### src/rtl/cpu_run_ctrl_pkg.sv
// rtl/cpu_run_ctrl_pkg.sv - shared state encoding and default sizes for the run-control block
package cpu_run_ctrl_pkg;

  // Run-control states; the numeric values are visible on state_o
  typedef enum logic [2:0] {
    ST_IDLE = 3'd0,
    ST_LOAD = 3'd1,
    ST_HALT = 3'd2,
    ST_RUN  = 3'd3,
    ST_STEP = 3'd4
  } run_state_t;

  localparam int DEF_ADDR_W       = 5;
  localparam int DEF_DATA_W       = 9;
  localparam int DEF_DEPTH        = 16;
  localparam int DEF_STEP_TIMEOUT = 32;

  // Completed-instruction counter width and its saturation value
  localparam int INSTR_CNT_W = 8;
  localparam logic [INSTR_CNT_W-1:0] INSTR_CNT_MAX = '1;

endpackage

### src/rtl/cpu_load_port.sv
// rtl/cpu_load_port.sv - host write handshake, address range check and SRAM write registers
module cpu_load_port
  import cpu_run_ctrl_pkg::*;
#(
  parameter int ADDR_W = DEF_ADDR_W,
  parameter int DATA_W = DEF_DATA_W,
  parameter int DEPTH  = DEF_DEPTH
) (
  input  logic              clk,
  input  logic              rst,
  input  logic              ready_next,
  input  logic              clear_err,
  input  logic              host_valid,
  input  logic [ADDR_W-1:0] host_addr,
  input  logic [DATA_W-1:0] host_data,
  output logic              host_ready,
  output logic              mem_we,
  output logic [ADDR_W-1:0] mem_addr,
  output logic [DATA_W-1:0] mem_wdata,
  output logic              load_err
);

  // One extra bit so a DEPTH equal to 2**ADDR_W still compares correctly
  localparam logic [ADDR_W:0] DEPTH_L = DEPTH[ADDR_W:0];

  logic accept;
  logic in_range;

  assign accept   = host_valid & host_ready;
  assign in_range = ({1'b0, host_addr} < DEPTH_L);

  // Capture accepted beats; out-of-range beats are swallowed and flagged
  always_ff @(posedge clk or negedge rst) begin
    if (!rst) begin
      host_ready <= 1'b0;
      mem_we     <= 1'b0;
      mem_addr   <= '0;
      mem_wdata  <= '0;
      load_err   <= 1'b0;
    end else begin
      host_ready <= ready_next;
      mem_we     <= accept & in_range;
      if (accept && in_range) begin
        mem_addr  <= host_addr;
        mem_wdata <= host_data;
      end
      if (clear_err) begin
        load_err <= 1'b0;
      end else if (accept && !in_range) begin
        load_err <= 1'b1;
      end
    end
  end

endmodule

### src/rtl/cpu_run_ctrl.sv
// rtl/cpu_run_ctrl.sv - program-load and run/step/halt sequencer for the microprogrammed CPU
module cpu_run_ctrl
  import cpu_run_ctrl_pkg::*;
#(
  parameter int ADDR_W       = DEF_ADDR_W,
  parameter int DATA_W       = DEF_DATA_W,
  parameter int DEPTH        = DEF_DEPTH,
  parameter int STEP_TIMEOUT = DEF_STEP_TIMEOUT
) (
  input  logic                   clk,
  input  logic                   rst,
  input  logic                   host_valid,
  output logic                   host_ready,
  input  logic [ADDR_W-1:0]      host_addr,
  input  logic [DATA_W-1:0]      host_data,
  input  logic                   host_load_done,
  input  logic                   cmd_run,
  input  logic                   cmd_step,
  input  logic                   cmd_halt,
  input  logic                   instr_done,
  output logic                   mem_we,
  output logic [ADDR_W-1:0]      mem_addr,
  output logic [DATA_W-1:0]      mem_wdata,
  output logic                   cpu_rst,
  output logic                   cpu_clk_en,
  output logic [2:0]             state_o,
  output logic                   load_err,
  output logic                   step_timeout,
  output logic [INSTR_CNT_W-1:0] instr_count
);

  localparam int TMO_W = $clog2(STEP_TIMEOUT + 1);
  localparam logic [TMO_W-1:0] TMO_LAST = TMO_W'(STEP_TIMEOUT - 1);

  run_state_t       state_q, state_d;
  logic             halt_pend_q, halt_pend_d;
  logic [TMO_W-1:0] tmo_cnt_q, tmo_cnt_d;
  logic             step_to_q, step_to_d;
  logic             cpu_rst_d, cpu_clk_en_d, ready_d;
  logic             load_entry;

  assign load_entry   = (state_d == ST_LOAD) && (state_q != ST_LOAD);
  assign state_o      = state_q;
  assign step_timeout = step_to_q;

  // State, run-control bookkeeping and registered CPU control outputs
  always_ff @(posedge clk or negedge rst) begin
    if (!rst) begin
      state_q     <= ST_IDLE;
      halt_pend_q <= 1'b0;
      tmo_cnt_q   <= '0;
      step_to_q   <= 1'b0;
      cpu_rst     <= 1'b1;
      cpu_clk_en  <= 1'b0;
    end else begin
      state_q     <= state_d;
      halt_pend_q <= halt_pend_d;
      tmo_cnt_q   <= tmo_cnt_d;
      step_to_q   <= step_to_d;
      cpu_rst     <= cpu_rst_d;
      cpu_clk_en  <= cpu_clk_en_d;
    end
  end

  // Next-state: halt beats step beats run; the host only gets in while the CPU is stopped
  always_comb begin
    state_d     = state_q;
    halt_pend_d = halt_pend_q;
    tmo_cnt_d   = tmo_cnt_q;
    step_to_d   = step_to_q;
    unique case (state_q)
      ST_IDLE, ST_HALT: begin
        if (cmd_step) begin
          state_d = ST_STEP;
        end else if (cmd_run) begin
          state_d = ST_RUN;
        end else if (host_valid) begin
          state_d = ST_LOAD;
        end
      end
      ST_LOAD: begin
        if (host_load_done) begin
          state_d = ST_IDLE;
        end
      end
      ST_RUN: begin
        // A halt request waits for the next instruction boundary
        if (instr_done && halt_pend_q) begin
          state_d = ST_HALT;
        end else if (cmd_halt) begin
          halt_pend_d = 1'b1;
        end
      end
      ST_STEP: begin
        // instr_done on the last allowed cycle still counts as a clean step
        if (instr_done) begin
          state_d = ST_HALT;
        end else if (tmo_cnt_q == TMO_LAST) begin
          state_d   = ST_HALT;
          step_to_d = 1'b1;
        end else begin
          tmo_cnt_d = tmo_cnt_q + 1'b1;
        end
      end
      default: state_d = ST_IDLE;
    endcase
    if (state_d != ST_RUN) begin
      halt_pend_d = 1'b0;
    end
    if ((state_d == ST_STEP) && (state_q != ST_STEP)) begin
      tmo_cnt_d = '0;
    end
    if ((state_d == ST_LOAD) && (state_q != ST_LOAD)) begin
      step_to_d = 1'b0;
    end
  end

  // Output decode from the next state so the registered outputs line up with state_o
  always_comb begin
    cpu_rst_d    = 1'b1;
    cpu_clk_en_d = 1'b0;
    ready_d      = 1'b0;
    unique case (state_d)
      ST_LOAD: ready_d = 1'b1;
      ST_RUN, ST_STEP: begin
        cpu_rst_d    = 1'b0;
        cpu_clk_en_d = 1'b1;
      end
      ST_HALT: cpu_rst_d = 1'b0;
      default: begin
        cpu_rst_d    = 1'b1;
        cpu_clk_en_d = 1'b0;
      end
    endcase
  end

  // Completed-instruction counter; a finished load session starts a fresh count
  always_ff @(posedge clk or negedge rst) begin
    if (!rst) begin
      instr_count <= '0;
    end else if ((state_q == ST_LOAD) && host_load_done) begin
      instr_count <= '0;
    end else if (instr_done && cpu_clk_en && (instr_count != INSTR_CNT_MAX)) begin
      instr_count <= instr_count + 1'b1;
    end
  end

  cpu_load_port #(
    .ADDR_W (ADDR_W),
    .DATA_W (DATA_W),
    .DEPTH  (DEPTH)
  ) u_load_port (
    .clk        (clk),
    .rst        (rst),
    .ready_next (ready_d),
    .clear_err  (load_entry),
    .host_valid (host_valid),
    .host_addr  (host_addr),
    .host_data  (host_data),
    .host_ready (host_ready),
    .mem_we     (mem_we),
    .mem_addr   (mem_addr),
    .mem_wdata  (mem_wdata),
    .load_err   (load_err)
  );

endmodule

### config.mk
export PLATFORM = sky130hd
export DESIGN_NAME = cpu_run_ctrl
export DESIGN_NICKNAME = d
export VERILOG_FILES = /design/src/rtl/cpu_run_ctrl_pkg.sv /design/src/rtl/cpu_load_port.sv /design/src/rtl/cpu_run_ctrl.sv
export SDC_FILE = /design/constraint.sdc
export NUM_CORES = 1
export LEC_CHECK = 0
export CAP_MARGIN = 20
export CORE_ASPECT_RATIO = 1.2
export CORE_MARGIN = 2
export CORE_UTILIZATION = 25
export DETAILED_ROUTE_END_ITERATION = 10
export GPL_TIMING_DRIVEN = 0
export PLACE_DENSITY = 0.59
export SETUP_SLACK_MARGIN = 0.5
export SYNTH_ARGS = -nofsm -noshare
export SYNTH_HDL_FRONTEND = slang
export SYNTH_SLANG_ARGS = --single-unit
### constraint.sdc
create_clock -name clk -period 2 [get_ports clk]
set_clock_uncertainty 0.2 [all_clocks]
set_input_delay 0.2 -clock clk [delete_from_list [all_inputs] [get_ports clk]]
set_output_delay 0.2 -clock clk [all_outputs]
set_load 0.02 [all_outputs]
# Yosys cells after proc, flatten, opt, wreduce, memory -nomap -nowiden

Index checks and enable logic that the tools add are counted.

Register bits: 38
Input bits: 22
Output and inout bits: 31
Logic and storage cells: 84

Add/sub/neg operators: 2
Magnitude comparators: 1
Equality and inequality tests: 17
Multiplexer cells: 27
Bitwise gates (word level): 2
Reductions and logical operators: 23

Operators by type and width:

| kind                | number |
|---|---|
| $mux 6              | 4 |
| $mux 3              | 7 |
| $mux 8              | 2 |
| $reduce_bool 2->1   | 7 |
| $mux 1              | 13 |
| $eq 3x2->1 const B  | 4 |
| $pmux 3 s4          | 1 |
| $reduce_and 3->1    | 3 |
| $add 8x1->8 const B | 1 |
| $logic_and 1x1->1   | 8 |
| $ne 2x1->1 const B  | 4 |
| $ne 8x8->1 const B  | 1 |
| $add 6x1->6 const B | 1 |
| $eq 3x1->1 const B  | 2 |
| $eq 3x3->1 const B  | 2 |
| $eq 6x5->1 const B  | 1 |
| $lt 5x5->1 const B  | 1 |
| $reduce_or 2->1     | 2 |
| $logic_not 3->1     | 1 |
| $ne 3x1->1 const B  | 1 |
| $ne 3x2->1 const B  | 1 |
| $ne 3x3->1 const B  | 1 |
| $reduce_or 3->1     | 1 |
| $and 1x1->1         | 2 |
| $logic_not 1->1     | 1 |

# Depth between registers and ports, before layout

Gate-level depths: netlist of the first run.

Word-level depth: 8
Gate-level depth with buffers: 6
Mapped depth without buffers: 5

# Hierarchy

A second synthesis of the first run with hierarchy kept.

Cell total of the unflattened synthesis: 151
Area total of the unflattened synthesis: 1781.7 um^2

By module, submodules not included:

| module        | instances | cells an instance | area each (um^2) | sequential area each (um^2) |
|---|---|---|---|---|
| cpu_run_ctrl  | 1         | 115               | 1128.6           | 526.8 |
| cpu_load_port | 1         | 36                | 653.1            | 425.4 |

# Worst setup path before layout of the first run

No wires, ideal clock.

Path type: flip-flop to flip-flop
From: reg instr_count[0]
To: reg instr_count[5]
Library setup time: 0.077 ns
Arrival time: 1.478 ns
Data required time: 1.723 ns
Path slack: 0.245 ns
Cell stages (with the launch flop): 5
Path buffers: 0
Clock period less this slack: 1.755 ns
Cells stage by stage: dfrtp_1 > ha_1 > and3_4 > or4_1 > a21oi_1

Word-level cells in the longest chain between the ends: 3
Elaborated cells between the ends (all ways): 6
Those cells by class: add/sub: 1; eq/ne: 1; mux: 2; reduce/logical: 2

RTL lines:

| item                                        | line                                     | RTL |
|---|---|---|
| from (decl)                                 | cpu_run_ctrl.sv:29                       | `output logic [INSTR_CNT_W-1:0] instr_count` |
| from (signal assigned)                      | cpu_run_ctrl.sv:144                      | `instr_count <= instr_count + 1'b1;` |
| $add 8x1->8 or $ne 8x8->1 (tied branches)   | cpu_run_ctrl.sv:144, cpu_run_ctrl.sv:143 |  |
| $mux 8 or $logic_and 1x1->1 (tied branches) | cpu_run_ctrl.sv:143                      | `end else if (instr_done && cpu_clk_en && (instr_count != INSTR_CNT_MAX)) begin` |
| $mux 8 or $reduce_bool 2->1 (tied branches) | n/a                                      |  |

Parallel ways exist; a longest one is shown, timed or not. The select of a mux whose other input is x is not followed.
A chain may end at the register's enable or synchronous reset.

# Worst setup path in the final report of the first run

From: reg state_q[0] (netlist: state_o[0])
To: reg cpu_clk_en

Word-level cells in the longest chain between the ends: 7
Elaborated cells between the ends (all ways): 18
Those cells by class: eq/ne: 6; mux: 9; reduce/logical: 3

RTL lines:

| item                                     | line                | RTL |
|---|---|---|
| from (decl)                              | cpu_run_ctrl.sv:35  | `run_state_t state_q, state_d;` |
| from (signal assigned)                   | cpu_run_ctrl.sv:56  | `state_q <= state_d;` |
| $mux 3                                   | cpu_run_ctrl.sv:77  | `end else if (host_valid) begin` |
| $mux 3                                   | cpu_run_ctrl.sv:75  | `end else if (cmd_run) begin` |
| $mux 3                                   | cpu_run_ctrl.sv:73  | `if (cmd_step) begin` |
| $pmux 3 s4 *                             | cpu_run_ctrl.sv:71  | `unique case (state_q)` |
| $eq 3x3->1 or $eq 3x2->1 (tied branches) | cpu_run_ctrl.sv:123 | `unique case (state_d)` |
| $reduce_or 2->1 *                        | n/a                 |  |
| $mux 1 *                                 | cpu_run_ctrl.sv:123 |  |
| named net cpu_clk_en_d                   | cpu_run_ctrl.sv:39  | `logic cpu_rst_d, cpu_clk_en_d, ready_d;` |
| to (signal assigned)                     | cpu_run_ctrl.sv:61  | `cpu_clk_en <= cpu_clk_en_d;` |
| to (decl)                                | cpu_run_ctrl.sv:25  | `output logic cpu_clk_en,` |

Mark *: on every way through the listed nets, which the timed path passes. The rest lies on a longest branch.

==> qor.yml, run 1 <==
layout_commonest_cell: "nand2_1"
max_slew.worst_pin.slew_ns: 0.514
drc: 0
cp.arrival_ns: 1.66
clock-sinks: 38
drt_pass1_iterations: 4
drt-total-wl_um: 4510
fp.dieH_um: 95.7
finalNonFillerCells: 347
layout.nets: 283
die_w_um: 80.4
synthSimpleGateAreaFrac_pct: 26.8
track_usage_pct: 12.6
first_global_vias: 1637
hold_ws_ns: 0.102
yosysWarnings: 0
mostFrequentLayoutCells: "44 x nand2_1, 26 x dfrtp_1, 24 x dlygate4sd2_1"
cts_made_buffers: 5
synth.area.mux_share_pct: 1.71
layout_setup_ws_ns: 0.315
avgSynthCellArea_um2: 9.68
peakVddDrop_mv: 0.436
gp_congestion: 0.721
yosys_most_used_dff: "dfrtp_1"
setup_viol: 0
grt_max_degree: 39
cp_slowest_cell: "dfrtp_2"
final_hold_viol_count: 0
async_reset_ff_share_pct: 100
max-slew-margin-rel_pct: 65.7
synthAdderAreaFrac_pct: 1.43
crit_chain: "buf_6 -> buf_4 -> nor2b_1 -> a32oi_2 -> a41oi_2 -> or2_1"
leakage_nw: 1.31
synth-edff-count: 0
hpwl_um: 3010
crit_type: "reg -> reg"
syn-num-nets: 205
outcome: "finished clean"
synth_top_family_by_area: "simple AND/OR/NAND/NOR gates"
ys_seq_area_share_pct: 54.3
h-tree-depth: 2
wire_per_inst_um: 13.0
synth-seq-cells: 38
cpPeakStageDelay_ns: 0.41
syn2layout_area_growth_pct: 54.3
clock-root-buffer: "clkbuf_8"
crit_path_max_fanout: 8
vias: 1616
rsz0062_at_grt: "true"
ys_types: 40
io_buffers: 51
synthesis.area_um2: 1750
drive_above_1_share_pct: 26.5
synth-compound-area-share_pct: 10.6
power_density_nw_per_um2: 1230
cap_violations: 0
fin_crit_ns: 1.69
post-place-ws_ns: -0.0115
drv_slew: 0
cts_tree: "built"
crit_family: "flip-flops"
io_pins: 53
syn_inst: 181
hold_path_class: "in -> reg"
antenna_found_initial: 0
ant_nets: 0
fillers: 705
drt-initial-drc-count: 55
rows: 33
die-area_um2: 7700
cp-end-kind: "register"
min_period_over_period_pct: 84.3
start_util_pct: 25.7
core_um2: 6810
cts.reportedPaths.clkPinSlew_ns: 0.08
required_ns: 1.98
critPathBufInv: 2
overflow: 0
start_kind: "register"
utilization_pct: 39.7
dpl.cell_count: 319
clock_tree.buffer_depth: 2
grt_pass1_wl_um: 7500
clock.fmax_mhz: 593
insertion_delay_ns: 0.29
synth_xor_area_share_pct: 2.00
antennaDiodeCount: 0
vias_per_cell: 4.66
## cell usage after synthesis, types with 3 or more instances
library cell | n | area share (%)
nand2_1 | 45 | 9.6
dfrtp_1 | 37 | 53
nor2_1 | 13 | 2.8
nand3_1 | 6 | 1.7
a21oi_1 | 5 | 1.4
a31oi_1 | 5 | 1.8
buf_2 | 5 | 1.4
nand4_1 | 5 | 1.8
and3_1 | 4 | 1.4
inv_1 | 4 | 0.86
nor2b_1 | 4 | 1.4
nor3_1 | 4 | 1.1
and2_1 | 3 | 1.1
mux2i_1 | 3 | 1.7
nand2b_1 | 3 | 1.1
o211ai_1 | 3 | 1.3
o31ai_1 | 3 | 1.3
xor2_1 | 3 | 1.5
## worst min-delay path, stage by stage
cell	delay (ns)
buf_2	0.17
a31oi_1	0.14
nor3_1	0.05
## cells by family after synthesis
| family | count (synthesis) |
|---|---|
| adder cells (fa/ha/maj) | 2 |
| XOR/XNOR | 4 |
| AO/OA/AOI/OAI | 26 |
| AND/OR/NAND/NOR | 95 |
| flip-flops | 38 |
| multiplexers | 3 |
| buffers and inverters | 13 |
## path summary, 6_finish.rpt
path                                                            from  slack (ns)                                    to  depth (start not counted)
worst max-delay path                            state_o[0]$_DFF_PN0_        0.31                  cpu_clk_en$_DFF_PN0_                          6
worst min-delay path                                      instr_done        0.10            instr_count[2]$_DFFE_PN0P_                          3
worst max register to register                  state_o[0]$_DFF_PN0_        0.31                  cpu_clk_en$_DFF_PN0_                          6
worst min register to register  u_load_port.mem_wdata[1]$_DFFE_PN0P_        0.27  u_load_port.mem_wdata[1]$_DFFE_PN0P_                          2
max in group asynchronous                                        rst        0.97                  state_o[1]$_DFF_PN0_                          2
min in group asynchronous                                        rst        0.24  u_load_port.mem_wdata[5]$_DFFE_PN0P_                          2
## power by group
part / internal (mW) / total [mW] / switching, mW / leakage [nW]
Combinational: 0.693 / 1.55 / 0.859 / 0.783
Clock: 0.278 / 0.554 / 0.275 / 0.0482
Sequential: 1.04 / 1.21 / 0.172 / 0.482
## timing repair
item	in CTS	in global routing
hold buffers	1	0
setup buffers	17	2
pin swaps	11	4
hold endpoints to repair	37	0
resized for setup	48	21
endpoints found under the setup margin	56	43
## sequential cells by signal, summed over array words and instances, names as in the netlist
register and count:
cpu_clk_en 1, cpu_rst 1, halt_pend_q 1, instr_count 8, state_o 3, step_timeout 1
tmo_cnt_q 6, u_load_port.host_ready 1, u_load_port.load_err 1, u_load_port.mem_addr 5, u_load_port.mem_wdata 9, u_load_port.mem_we 1
## routing by layer
| metal | wire [µm] | GRT usage, % |
|---|---|---|
| met3 | 191 | 3.00 |
| met5 | 0 | 0 |
| met4 | 67 | 4.94 |
| met2 | 2330 | 22.2 |
| met1 | 1920 | 14.8 |
## cell type report
| type | instances | area [µm²] | area share (%) |
|---|---|---|---|
| Inverter | 6 | 22.5 | 0.833 |
| Sequential cell | 38 | 966 | 35.7 |
| Timing Repair Buffer | 71 | 622 | 23.0 |
| Tap cell | 87 | 109 | 4.02 |
| Clock buffer | 7 | 86.3 | 3.19 |
| Multi-Input combinational cell | 130 | 838 | 31.0 |
| Clock inverter | 1 | 5.00 | 0.185 |
| Buffer | 7 | 56.3 | 2.08 |
## metrics by stage
stage	setup TNS [ns]	power, mW	area (µm²)
5_1_grt	0	3.56	2710
3_5_place_dp	-0.0252	2.73	2400
3_3_place_gp	-16.78	2.71	2400
6_report	0	3.32	2710
2_1_floorplan	0	2.05	1790
4_1_cts	0	3.32	2670
Power figures use the tool's default switching activity.
==> run 2, diff against run 1 <==
clock period = 1.6 ns   (was 2 ns; I/O delays follow)
==> run 2 against run 1 <==
Compared with the run above:
- the flow now finishes with violations (hold timing, setup timing)
- sequential power rose by 31%
- wire length rose by 12%
- clock power is 84% higher
- worst setup slack lost 0.44 ns
- highest routed layer unchanged
- power is 70% higher
- cell area up 24%
- non-clock buffer count up 32
- largest power group unchanged
- via count up 7.0%
- die area unchanged
- combinational power grew 97%
- critical endpoint is now tmo_cnt_q[3]$_DFFE_PN0P_
- global-route usage up 1.1 points
- clock-buffer cell count fell by 1
==> qor.yml, run 2 (same netlist as run 1, synthesis figures left out) <==
vias_per_cell: 4.56  # -2.0%
power_density_nw_per_um2: 1690  # +38%
cp-end-kind: "register"
clock.fmax_mhz: 580  # -2.3%
drv_slew: 0  # unchanged
tns_ns: -0.926  # -0.926 ns
grt_pass1_wl_um: 8220  # +9.6%
r2r_setup_slack_ns: -0.12  # -0.44 ns
setup_viol: 11  # +11
r2r_end: "tmo_cnt_q[3]$_DFFE_PN0P_"
outcome: "complete, but fails checks"
drt-total-wl_um: 5030  # +12%
drive_above_1_share_pct: 57.5  # +31 points
grt_busiest_layer: "met2"
grt_use_met3_pct: 3.47  # +0.47 points
fin_crit_ns: 1.72  # +0.0398 ns
rows: 33  # unchanged
max_slew.worst_pin.slew_ns: 0.885  # +0.371 ns
peakVddDrop_mv: 0.657  # +51%
cts_made_buffers: 5  # unchanged
use_met2_pct: 23.8  # +1.6 points
largest_register_ff_count: 9  # unchanged
critPathLaunch: "state_o[0]$_DFF_PN0_"
clock_tree.buffer_depth: 2  # unchanged
p_sw_share_pct: 34.9  # -4.5 points
layout_setup_ws_ns: -0.125  # -0.440 ns
syn2layout_area_growth_pct: 90.9
internal_power_mw: 3.68  # +83%
ant_nets: 0  # unchanged
required_ns: 1.57  # -0.41 ns
largestRegisters: "u_load_port.mem_wdata x9, instr_count x8, tmo_cnt_q x6"
clock-root-buffer: "clkbuf_8"
grt_max_degree: 39  # unchanged
drt-initial-drc-count: 33  # -40%
layout.nets: 315  # +11%
layout_commonest_cell: "buf_6"
drc: 0  # unchanged
fp.dieH_um: 95.7  # unchanged
core_um2: 6810  # unchanged
violations: "hold timing, setup timing"
clock-sinks: 38  # unchanged
hold_ws_ns: -0.213  # -0.315 ns
rsz0062_at_grt: "true"
cts_tree: "built"
die-area_um2: 7700  # unchanged
final_cell_area_um2: 3350  # +24%
hold_path_class: "in -> async"
p_comb_share_pct: 54.1  # +7.3 points
wire_per_inst_um: 13.3  # +2.2%
overflow: 0  # unchanged
crit_type: "reg -> reg"
finalPower_mw: 5.65  # +70%
antenna_found_initial: 0  # unchanged
final_hold_viol_count: 37  # +37
first_global_vias: 1721  # +5.1%
max_flop_register: "u_load_port.mem_wdata"
antennaDiodeCount: 0  # unchanged
drt_pass1_iterations: 3  # -1
cts.reportedPaths.clkPinSlew_ns: 0.08  # about the same
ff2ff_path_depth: 7  # +1
seq_power_share_pct: 27.9  # -8.7 points
io_pins: 53  # unchanged
vias: 1729  # +7.0%
place_area_um2: 2480  # +3.3%
die_w_um: 80.4  # unchanged
start_kind: "register"
track_usage_pct: 13.8  # +1.1 points
endpoint: "tmo_cnt_q[3]$_DFFE_PN0P_"
crit_path_max_fanout: 7  # -1
insertion_delay_ns: 0.29  # about the same
max-slew-margin-rel_pct: 41.0  # -25 points
cp.arrival_ns: 1.69  # +0.03 ns
cap_violations: 0  # unchanged
start_util_pct: 25.7  # unchanged
hpwl_um: 2970  # -1.4%
use_met1_pct: 16.8  # +2.0 points
io_buffers: 51  # unchanged
clkPwrFrac_pct: 18.0  # +1.3 points
mostFrequentLayoutCells: "49 x buf_6, 33 x buf_4, 28 x nand2_1"
switchingPower_mw: 1.97  # +51%
h-tree-depth: 2  # unchanged
min_period_over_period_pct: 108  # +24 points
r2r_start: "state_o[0]$_DFF_PN0_"
leakage_nw: 1.56  # +19%
gp_congestion: 0.695  # -3.6%
run 2: metal layers:
layer	wire, µm	up-vias
met5	0	-
met3	198	7
met4	61	0
met2	2650	31
li1	-	852
met1	2120	839
run 2: through the flow:
| stage | util (%) | hold WS [ns] | worst slack (ns) | instances |
|---|---|---|---|---|
| 6_report | 49.1 | -0.213 | -0.125 | 379 |
| 4_1_cts | 46.0 | -0.181 | -0.0627 | 369 |
| 5_1_grt | 49.1 | -0.140 | -0.209 | 379 |
| 3_5_place_dp | 36.4 | 0.139 | -0.196 | 319 |
| 2_1_floorplan | - | -0.336 | -0.0907 | 181 |
| 3_3_place_gp | 36.5 | 0.257 | -0.943 | 319 |
run 2: worst max-delay path, stage by stage, from the launching register on:
cell and delay (ns):
dfrtp_2 0.42, buf_8 0.13, nor4b_4 0.23, buf_4 0.17, buf_12 0.10, o21ai_4 0.08, o211ai_1 0.17, o31ai_1 0.09
run 2: power groups by stage:
stage / logic, mW / clock network [mW] / registers, mW
after global routing: 3.31 / 1.09 / 1.61
after global placement: 1.97 / 0 / 1.54
after floorplan: 0.779 / 0 / 1.89
after CTS: 2.72 / 1.05 / 1.57
final: 3.05 / 1.02 / 1.58
after detailed placement: 1.98 / 0 / 1.55
run 2: area by class of cell:
type                            count  area (µm²)
Clock buffer                        6        82.6
Fill cell                         657        3470
Tap cell                           87         109
Multi-Input combinational cell    130         988
Inverter                            6        32.5
Clock inverter                      2        60.1
Timing Repair Buffer              103        1020
Buffer                              7        82.6
Sequential cell                    38         966
run 2: repair_timing:
item | in CTS | in global routing
gates cloned | 2 | 0
endpoints found under the hold margin | 37 | 37
pin swaps | 27 | 21
endpoints found under the setup margin | 69 | 68
setup buffers | 40 | 10
gates resized for setup | 229 | 38
run 2: worst min path at each step:
stage	endpoint	slack [ns]	cells past startpoint
5_1_grt	instr_count[3]$_DFFE_PN0P_	-0.14	1
3_5_place_dp	instr_count[2]$_DFFE_PN0P_	0.14	1
3_3_place_gp	u_load_port.mem_addr[3]$_DFFE_PN0P_	0.26	2
4_1_cts	instr_count[2]$_DFFE_PN0P_	-0.18	1
6_report	instr_count[2]$_DFFE_PN0P_	-0.21	1
2_1_floorplan	cpu_clk_en$_DFF_PN0_	-0.34	0
==> run 3, diff against run 2 <==
ABC_AREA = 1   (was unset)
SLEW_MARGIN = 20   (was unset)
==> run 3 against run 2 <==
Compared with the run above:
- power fell by 3.3%
- final cell count rose by 6.9%
- combinational power fell by 4%
- critical endpoint is now instr_count[7]$_DFFE_PN0P_
- worst setup slack improved by 0.20 ns
- critical path type unchanged
- the run now ends clean
- wire length rose by 1.2%
- cell area fell by 4.6%
- synthesized cell count rose by 20%
- worst hold slack improved by 0.27 ns
- clock power fell by 21%
==> qor.yml, run 3 <==
leakage_nw: 1.52  # -2.3%
h-tree-depth: 2  # unchanged
final_hold_viol_count: 0  # -100%
outcome: "finished clean"
crit_type: "reg -> reg"
rsz0062_at_grt: "true"
gp_congestion: 0.782  # +13%
core_um2: 6900  # +1.2%
use_met2_pct: 22.3  # -1.5 points
layout_commonest_cell: "nand2_1"
cts.reportedPaths.clkPinSlew_ns: 0.08  # about the same
die-area_um2: 7870  # +2.2%
r2r_end: "instr_count[7]$_DFFE_PN0P_"
max-slew-margin-rel_pct: 81.3  # +40 points
largest_register_ff_count: 9  # unchanged
largestRegisters: "u_load_port.mem_wdata x9, instr_count x8, tmo_cnt_q x6"
track_usage_pct: 13.3  # -0.49 points
async_reset_ff_share_pct: 100  # unchanged
syn-num-nets: 242  # +18%
required_ns: 1.58  # about the same
drv_slew: 0  # unchanged
yosysTopAreaCellShare_pct: 51.6  # -1.2 points
layout.nets: 341  # +8.3%
drc: 0  # unchanged
setup_viol: 0  # -11
avgSynthCellArea_um2: 8.22  # -15%
utilization_pct: 46.3  # -2.8 points
r2r_start: "instr_count[0]$_DFFE_PN0P_"
start_util_pct: 26.0  # +0.27 points
use_met1_pct: 15.7  # -1.2 points
syn_inst: 218  # +20%
drive_above_1_share_pct: 51.6  # -6.0 points
max_slew.worst_pin.slew_ns: 0.279  # -0.606 ns
yosysTopAreaCell: "dfrtp_1"
synth-edff-count: 0  # unchanged
drt-total-wl_um: 5090  # +1.2%
yosysWarnings: 0  # unchanged
ys_types: 23  # -43%
hpwl_um: 3230  # +8.7%
grt_use_met3_pct: 3.54  # +0.074 points
io_pins: 53  # unchanged
start_kind: "register"
max_flop_register: "u_load_port.mem_wdata"
cts_made_buffers: 5  # unchanged
antenna_found_initial: 0  # unchanged
grt_pass1_wl_um: 8110  # -1.3%
ant_nets: 0  # unchanged
drt_pass1_iterations: 4  # +1
antennaDiodeCount: 0  # unchanged
power_density_nw_per_um2: 1710  # +1.4%
synth_most_common_cell: "nand2_1"
syn2layout_area_growth_pct: 77.9
critPathLaunch: "instr_count[0]$_DFFE_PN0P_"
first_global_vias: 1786  # +3.8%
cts_tree: "built"
ff2ff_path_depth: 8  # +1
insertion_delay_ns: 0.29  # about the same
hold_path_class: "in -> async"
yosys_most_used_dff: "dfrtp_1"
synth-seq-cells: 38  # unchanged
cap_violations: 0  # unchanged
die_w_um: 81.3  # +1.1%
r2r_setup_slack_ns: 0.07  # +0.20 ns
synth_area_leaders: "dfrtp_1 52%, nand2_1 17%, nand3_1 5.9%"
drt-initial-drc-count: 37  # +12%
crit_path_max_fanout: 5  # -2
cp.arrival_ns: 1.51  # -0.18 ns
clock.fmax_mhz: 654  # +13%
fillers: 701  # +6.7%
synthesis.area_um2: 1790  # +2.3%
io_buffers: 52  # +2.0%
hold_ws_ns: 0.0533  # +0.266 ns
clock-sinks: 38  # unchanged
grt_busiest_layer: "met2"
overflow: 0  # unchanged
grt_max_degree: 31  # -21%
layout_setup_ws_ns: 0.0712  # +0.196 ns
synth_common_cells: "83 x nand2_1, 37 x dfrtp_1, 22 x inv_1"
post-place-ws_ns: -0.122  # +0.0743 ns
min_period_over_period_pct: 95.5  # -12 points
peakVddDrop_mv: 0.755  # +15%
vias_per_cell: 4.33  # -5.1%
fp.dieH_um: 96.8  # +1.1%
wire_per_inst_um: 12.6  # -5.3%
clock_tree.buffer_depth: 2  # unchanged
clock-root-buffer: "clkbuf_8"
cp-end-kind: "register"
mostFrequentLayoutCells: "51 x nand2_1, 37 x buf_6, 32 x buf_4"
ys_seq_area_share_pct: 53.1  # -1.2 points
vias: 1754  # +1.4%
fin_crit_ns: 1.53  # -0.196 ns
rows: 33  # unchanged
==> run 3: layout make-up <==
class,count,area (µm²),area share (%)
buffer,3,37.5,1.18
multi-input combinational,154,998,31.3
tap,87,109,3.41
timing repair buffer,92,878,27.5
sequential,38,962,30.2
inverter,23,96.3,3.02
clock buffer,5,68.8,2.16
clock inverter,3,40.0,1.25
==> run 3: kinds of logic (layout without fill, tap and decap cells) <==
kind of cell	Yosys count	in the layout	share of synthesized area, %
simple gates	133	133	32.0
xor+xnor	4	4	1.95
buf+inv	26	126	6.14
fa+ha+maj	2	2	1.40
flops	38	38	53.1
compound gates	15	15	5.44
==> run 3: repair_timing <==
| item | in CTS | in global routing |
|---|---|---|
| hold buffers | 1 | 0 |
| gates resized for setup | 206 | 50 |
| endpoints found under the hold margin | 37 | 0 |
| cloned | 2 | 0 |
| buffers inserted | 23 | 13 |
| endpoints found under the setup margin | 69 | 68 |
| pin swaps | 14 | 18 |
==> run 3: how the worst max path moves through the flow <==
stage	to	slack (ns)	depth (start not counted)
3_3_place_gp	state_o[1]$_DFF_PN0_	-0.95	1
5_1_grt	instr_count[2]$_DFFE_PN0P_	0.003	7
3_5_place_dp	step_timeout$_DFFE_PN0P_	-0.12	8
2_1_floorplan	instr_count[5]$_DFFE_PN0P_	0.04	8
6_report	instr_count[7]$_DFFE_PN0P_	0.07	8
4_1_cts	instr_count[1]$_DFFE_PN0P_	0.05	8
==> run 3: worst max-delay path: stages, from the launching register on <==
cell	delay, ns
dfrtp_2	0.44
ha_4	0.18
nand2_4	0.08
nor2_4	0.04
a21oi_4	0.17
buf_6	0.14
a21oi_4	0.05
nand2_1	0.08
o21ai_1	0.06
==> run 3: power by group <==
| group | switching [mW] | internal [mW] |
|---|---|---|
| combinational | 1.45 | 1.48 |
| clock | 0.346 | 0.459 |
| sequential | 0.379 | 1.34 |
| total | 2.18 | 3.28 |
==> run 3: routing by layer <==
layer / wire, µm / vias up
li1: - / 880
met1: 2110 / 829
met2: 2650 / 36
met3: 226 / 9
met4: 98 / 0
met5: 0 / -
==> run 3: per-stage QoR <==
stage,cells,setup TNS (ns),cell area [µm²],total power [mW]
2_1_floorplan,218,0,1870,2.77
3_3_place_gp,357,-32.04,2500,3.66
3_5_place_dp,358,-1.20,2510,3.70
4_1_cts,392,0,2950,5.09
5_1_grt,405,0,3190,5.79
6_report,405,0,3190,5.46
==> patch 1 (config.mk and constraints of run 1) <==
Change the package constant `DEF_STEP_TIMEOUT` from 32 to 64.
--- a/src/rtl/cpu_run_ctrl_pkg.sv
+++ b/src/rtl/cpu_run_ctrl_pkg.sv
@@ -13,7 +13,7 @@
   localparam int DEF_ADDR_W       = 5;
   localparam int DEF_DATA_W       = 9;
   localparam int DEF_DEPTH        = 16;
-  localparam int DEF_STEP_TIMEOUT = 32;
+  localparam int DEF_STEP_TIMEOUT = 64;
 
   // Completed-instruction counter width and its saturation value
   localparam int INSTR_CNT_W = 8;
Check against the original RTL: same outputs for any inputs over 10 cycles, from zero or initial values and one cycle with rst low; that may be too few to reach the edited logic, so the function may still have changed.
==> patch 1 against run 1 <==
Power is 0.76% higher. Count of clock-buffer cells in the layout is 2 lower. Maximum frequency is 0.95% lower. Cell area is 1.7% higher. Routed wire length is 5.5% lower. Area after synthesis is 0.14% lower. Sequential cell count is 1 higher. Setup slack worse by 0.016 ns. Critical path type unchanged.
==> patch 1: results (changes against run 1) <==
Worst setup path
  – CP max stage delay: 0.44 ns (was 0.41 ns)
  – Critical path fanouts, max: 5 (was 8)
  – Worst Path Arrival: 1.68 ns (was 1.66 ns)

Logic synthesis
  – Post-synthesis adder-cell area fraction: 0.0143 (about the same)
  – Most frequent cells after synthesis: 44 x nand2_1, 38 x dfrtp_1, 14 x nor2_1 (was 45 x nand2_1, 37 x dfrtp_1, 13 x nor2_1)
  – Syn avg cell area: 10.4 um^2 (was 9.68 um^2)
  – Syn Nets: 193 (was 205)
  – Synth Area in Compound Gates: 0.106 (about the same)
  – Seq/Total Area, Yosys: 0.558 (was 0.543)
  – Synth unique cells: 44 (was 40)

Power
  – Sequential group power: 1260 uW (was 1210 uW)
  – Clock power share: 0.155 (was 0.167)
  – Switching pwr: 1320 uW (was 1310 uW)
  – Leakage Power: 0.00132 uW (was 0.00131 uW)

Clock network
  – # Post-CTS Setup Buffers: 13 (was 17)

Global routing
  – Met2 usage: 0.198 (was 0.222)
  – Grt met3 use: 0.0341 (was 0.0300)
  – Gr usage total: 0.116 (was 0.126)
  – Met1 Track Usage GR: 0.140 (was 0.148)

Routing
  – Vias per inst: 4.46 (was 4.66)
  – DR iter-0 viols: 18 (was 55)
  – Via Count: 1,499 (was 1,616)

Place
  – Dpl ws: -0.0760 ns (was -0.0115 ns)
  – IO Port Bufs: 52 (was 51)

Final layout
  – Final nets: 272 (was 283)
  – Biggest regs: u_load_port.mem_wdata x9, instr_count x8, tmo_cnt_q x7 (was u_load_port.mem_wdata x9, instr_count x8, tmo_cnt_q x6)

Outcome
  – Status: complete, no violations (unchanged)
-- patch 1: metrics by stage --
stage                     hold slack [ns]  total power [uW]
after floorplan                    -0.296              2020
after global placement              0.261              2680
after detailed placement            0.184              2690
after CTS                           0.219              3260
after global routing                0.223              3570
final                               0.229              3340
-- patch 1: worst max-delay path, delay by kind of cell (launching register included) --
kind	cells	cell delay, ns
DFF	1	0.44
and+or+nand+nor	2	0.42
muxes	1	0.30
AOI/OAI and AO/OA	1	0.23
-- patch 1: final timing paths --
path,start,end,slack (ns),cells after the start
worst max-delay path,state_o[1]$_DFF_PN0_,tmo_cnt_q[5]$_DFFE_PN0P_,0.30,4
worst min-delay path,host_data[6],u_load_port.mem_wdata[6]$_DFFE_PN0P_,0.23,3
worst max register to register,state_o[1]$_DFF_PN0_,tmo_cnt_q[5]$_DFFE_PN0P_,0.30,4
worst min register to register,u_load_port.mem_wdata[7]$_DFFE_PN0P_,u_load_port.mem_wdata[7]$_DFFE_PN0P_,0.27,2
max in group asynchronous,rst,state_o[2]$_DFF_PN0_,0.95,2
min in group asynchronous,rst,instr_count[5]$_DFFE_PN0P_,0.25,2
-- patch 1: routing by layer --
| metal | vias up | share of wire |
|---|---|---|
| met3 | 6 | 0.046 |
| met2 | 32 | 0.53 |
| met4 | 0 | 0.014 |
| li1 | 736 | - |
| met5 | - | 0 |
| met1 | 725 | 0.41 |
-- patch 1: area by class of cell --
class / count / area (um^2)
repair buffers: 72 / 654
fillers: 682 / 4060
multi-input cells: 124 / 890
plain buffers: 2 / 12.5
flip-flops and latches: 39 / 987
well taps: 87 / 109
inverters: 4 / 15.0
clock inverters: 3 / 15.0
clock buffers: 5 / 68.8
==> patch 2 (flow settings as in run 1) <==
Made on the original files. Make the reset (`rst`) synchronous in 3 clocked blocks.
--- a/src/rtl/cpu_load_port.sv
+++ b/src/rtl/cpu_load_port.sv
@@ -30,7 +30,7 @@
   assign in_range = ({1'b0, host_addr} < DEPTH_L);
 
   // Capture accepted beats; out-of-range beats are swallowed and flagged
-  always_ff @(posedge clk or negedge rst) begin
+  always_ff @(posedge clk) begin
     if (!rst) begin
       host_ready <= 1'b0;
       mem_we     <= 1'b0;
--- a/src/rtl/cpu_run_ctrl.sv
+++ b/src/rtl/cpu_run_ctrl.sv
@@ -44,7 +44,7 @@
   assign step_timeout = step_to_q;
 
   // State, run-control bookkeeping and registered CPU control outputs
-  always_ff @(posedge clk or negedge rst) begin
+  always_ff @(posedge clk) begin
     if (!rst) begin
       state_q     <= ST_IDLE;
       halt_pend_q <= 1'b0;
@@ -135,7 +135,7 @@
   end
 
   // Completed-instruction counter; a finished load session starts a fresh count
-  always_ff @(posedge clk or negedge rst) begin
+  always_ff @(posedge clk) begin
     if (!rst) begin
       instr_count <= '0;
     end else if ((state_q == ST_LOAD) && host_load_done) begin
Check against the original RTL: differs if rst is asserted again (counterexample within 4 cycles, from zero or initial values and one cycle with rst low); with rst held inactive, the same outputs for 10 cycles.
==> patch 2 against run 1 <==
Cell count is 0.58% lower. Critical path depth fell by 1. Area after synthesis fell by 7.1%. Sequential cell count unchanged. Setup slack improved by 0.10 ns. Routed wire length shrank 7.6%. Cell area fell by 3.0%.
Power is not compared: it rests on default switching activity, and its combinational part moved more than twofold at a synthesized area within 25%.
==> patch 2: results (changes against run 1) <==
Routing
  – DR iter-0 viols: 37 (was 55)
  – First-pass detailed-route iteration total: 4 (unchanged)
  – WL/cell: 12.1 um (was 13.0 um)
  – Via Count: 1,529 (was 1,616)

Logic synthesis
  – Leading register cell type out of synthesis: dfxtp_1 (was dfrtp_1)
  – Post-synth top area cell: dfxtp_1 (was dfrtp_1)
  – Syn Nets: 206 (was 205)
  – Yosys warning count: 0 (unchanged)
  – Post-synthesis async set-or-reset flop share: 0 (was 1.00)
  – Synth top area cells: dfxtp_1 47%, nand2_1 8.1%, a21boi_0 6.0% (was dfrtp_1 53%, nand2_1 9.6%, nor2_1 2.8%)
  – Seq/Total Area, Yosys: 0.467 (was 0.543)
  – Synth unique cells: 38 (was 40)
  – Most frequent cells after synthesis: 38 x dfxtp_1, 35 x nand2_1, 17 x nor2_1 (was 45 x nand2_1, 37 x dfrtp_1, 13 x nor2_1)

Final layout
  – Biggest regs: u_load_port.mem_wdata x9, instr_count x8, tmo_cnt_q x6 (unchanged)
  – # fillers: 629 (was 705)
  – Layout cells sized above 1: 0.258 (was 0.265)
  – Final nets: 283 (unchanged)
  – Antenna Cells: 0 (unchanged)

Global routing
  – Largest net degree at the start of global routing: 14 (was 39)
  – First-pass GRT wire length: 6.47 mm (was 7.50 mm)
  – Vias in the first global route: 1,407 (was 1,637)
  – Initial antenna violation count: 0 (unchanged)
  – Gr usage total: 0.114 (was 0.126)

Worst setup path
  – Worst Path Arrival: 1.57 ns (was 1.66 ns)
  – CP max stage delay: 0.37 ns (was 0.41 ns)
  – Critical path fanouts, max: 4 (was 8)
  – Worst path top cell family by delay: flip-flops (unchanged)
  – CP max stage cell: dfxtp_4 (was dfrtp_2)
  – R2R Setup Slk: 0.42 ns (was 0.31 ns)

Timing
  – Final critical-path required period: 1.58 ns (was 1.69 ns)
  – Slew @ Worst Pin: 0.380 ns (was 0.514 ns)

Clock network
  – CTS buffer count: 5 (unchanged)
  – Clk Latency, worst-skew pair: 0.29 ns (about the same)
  – CTS Root Cell: clkbuf_8 (unchanged)
  – Clock transition at path regs: 0.08 ns (about the same)
  – Max Buffers Root-to-Sink: 2 (unchanged)

Outcome
  – Status: complete, no violations (unchanged)

Place
  – IO Port Bufs: 52 (was 51)
  – Hpwl dp: 2.94 mm (was 3.01 mm)
  – Dpl ws: -0.0244 ns (was -0.0115 ns)
  – RePlAce Congestion: 0.781 (was 0.721)

Power
  – Worst VDD drop: 0.000236 V
  – Leakage Power: 0.00111 uW

Min path
  – Hold Path Class: in -> reg (unchanged)
==> patch 2: changes by cell type in the layout (fill, tap and decap cells not counted), sizes merged, moves of 3 or more <==
cell    delta
xor2       +4
inv        -5
dfxtp     +38
buf        -5
nand2     -10
a21boi    +13
o31ai      -3
o21ai      +6
nor2       +4
dfrtp     -37
clkbuf     +3
==> patch 2: cell families after synthesis <==
family                     Yosys count  share of synthesized area
and+or+nand+nor                     82                      0.252
AOI/OAI and AO/OA                   42                      0.186
DFF                                 38                      0.467
xor gates and xnor gates             8                     0.0430
buffers and inverters                7                     0.0177
muxes                                3                     0.0184
adders and majority gates            2                     0.0154
==> patch 2: report_power, final <==
part	internal (uW)	leakage (uW)	switching, uW
registers	777	0.000314	23.5
logic	123	0.000726	117
clock network	449	0.0000665	287
==> patch 2: per-layer routing <==
metal,vias to the layer above,share of wire,global-route usage
met2,30,0.50,0.195
met1,708,0.44,0.129
met4,0,0.015,0.0491
met3,6,0.045,0.0370
met5,-,0,0
li1,785,-,-
==> patch 2: area by class of cell <==
type	instances	area [um^2]	share of cell area
sequential	38	786	0.299
buffer	6	35.0	0.0134
clock inverter	2	38.8	0.0148
inverter	1	3.75	0.00143
multi-input combinational	137	941	0.359
clock buffer	6	93.8	0.0358
tap	85	106	0.0405
timing repair buffer	70	619	0.236
==> patch 2: what timing repair did <==
action	CTS	global route
resized for setup	46	34
endpoints found under the setup margin	60	35
pin swaps	10	17
setup buffers	9	9
==> patch 2: final timing paths <==
| check | startpoint | end | depth (start not counted) |
|---|---|---|---|
| hold reg to reg | u_load_port.mem_wdata[1]$_SDFFE_PN0P_ | u_load_port.mem_wdata[1]$_SDFFE_PN0P_ | 2 |
| setup reg to reg | instr_count[0]$_SDFFE_PP0P_ | instr_count[1]$_SDFFE_PP0P_ | 5 |
| hold / removal | host_data[1] | u_load_port.mem_wdata[1]$_SDFFE_PN0P_ | 3 |
| setup / recovery | instr_count[0]$_SDFFE_PP0P_ | instr_count[1]$_SDFFE_PP0P_ | 5 |
==> patch 2: stage by stage <==
step	instances	cell area [um^2]	total power, uW	hold WS, ns
floorplan	182	1670	924	0.145
global placement	319	2290	1040	0.249
detailed placement	319	2290	1040	0.256
CTS	336	2500	1780	0.250
global route	345	2620	1860	0.257
finish	345	2620	1780	0.257
==> patch 2: worst register-to-register path, cell delays in order, from the launching register on <==
cell,delay (ns)
dfxtp_4,0.37
ha_4,0.14
nand4_1,0.13
o211ai_1,0.36
mux2i_1,0.23
nor2_1,0.06
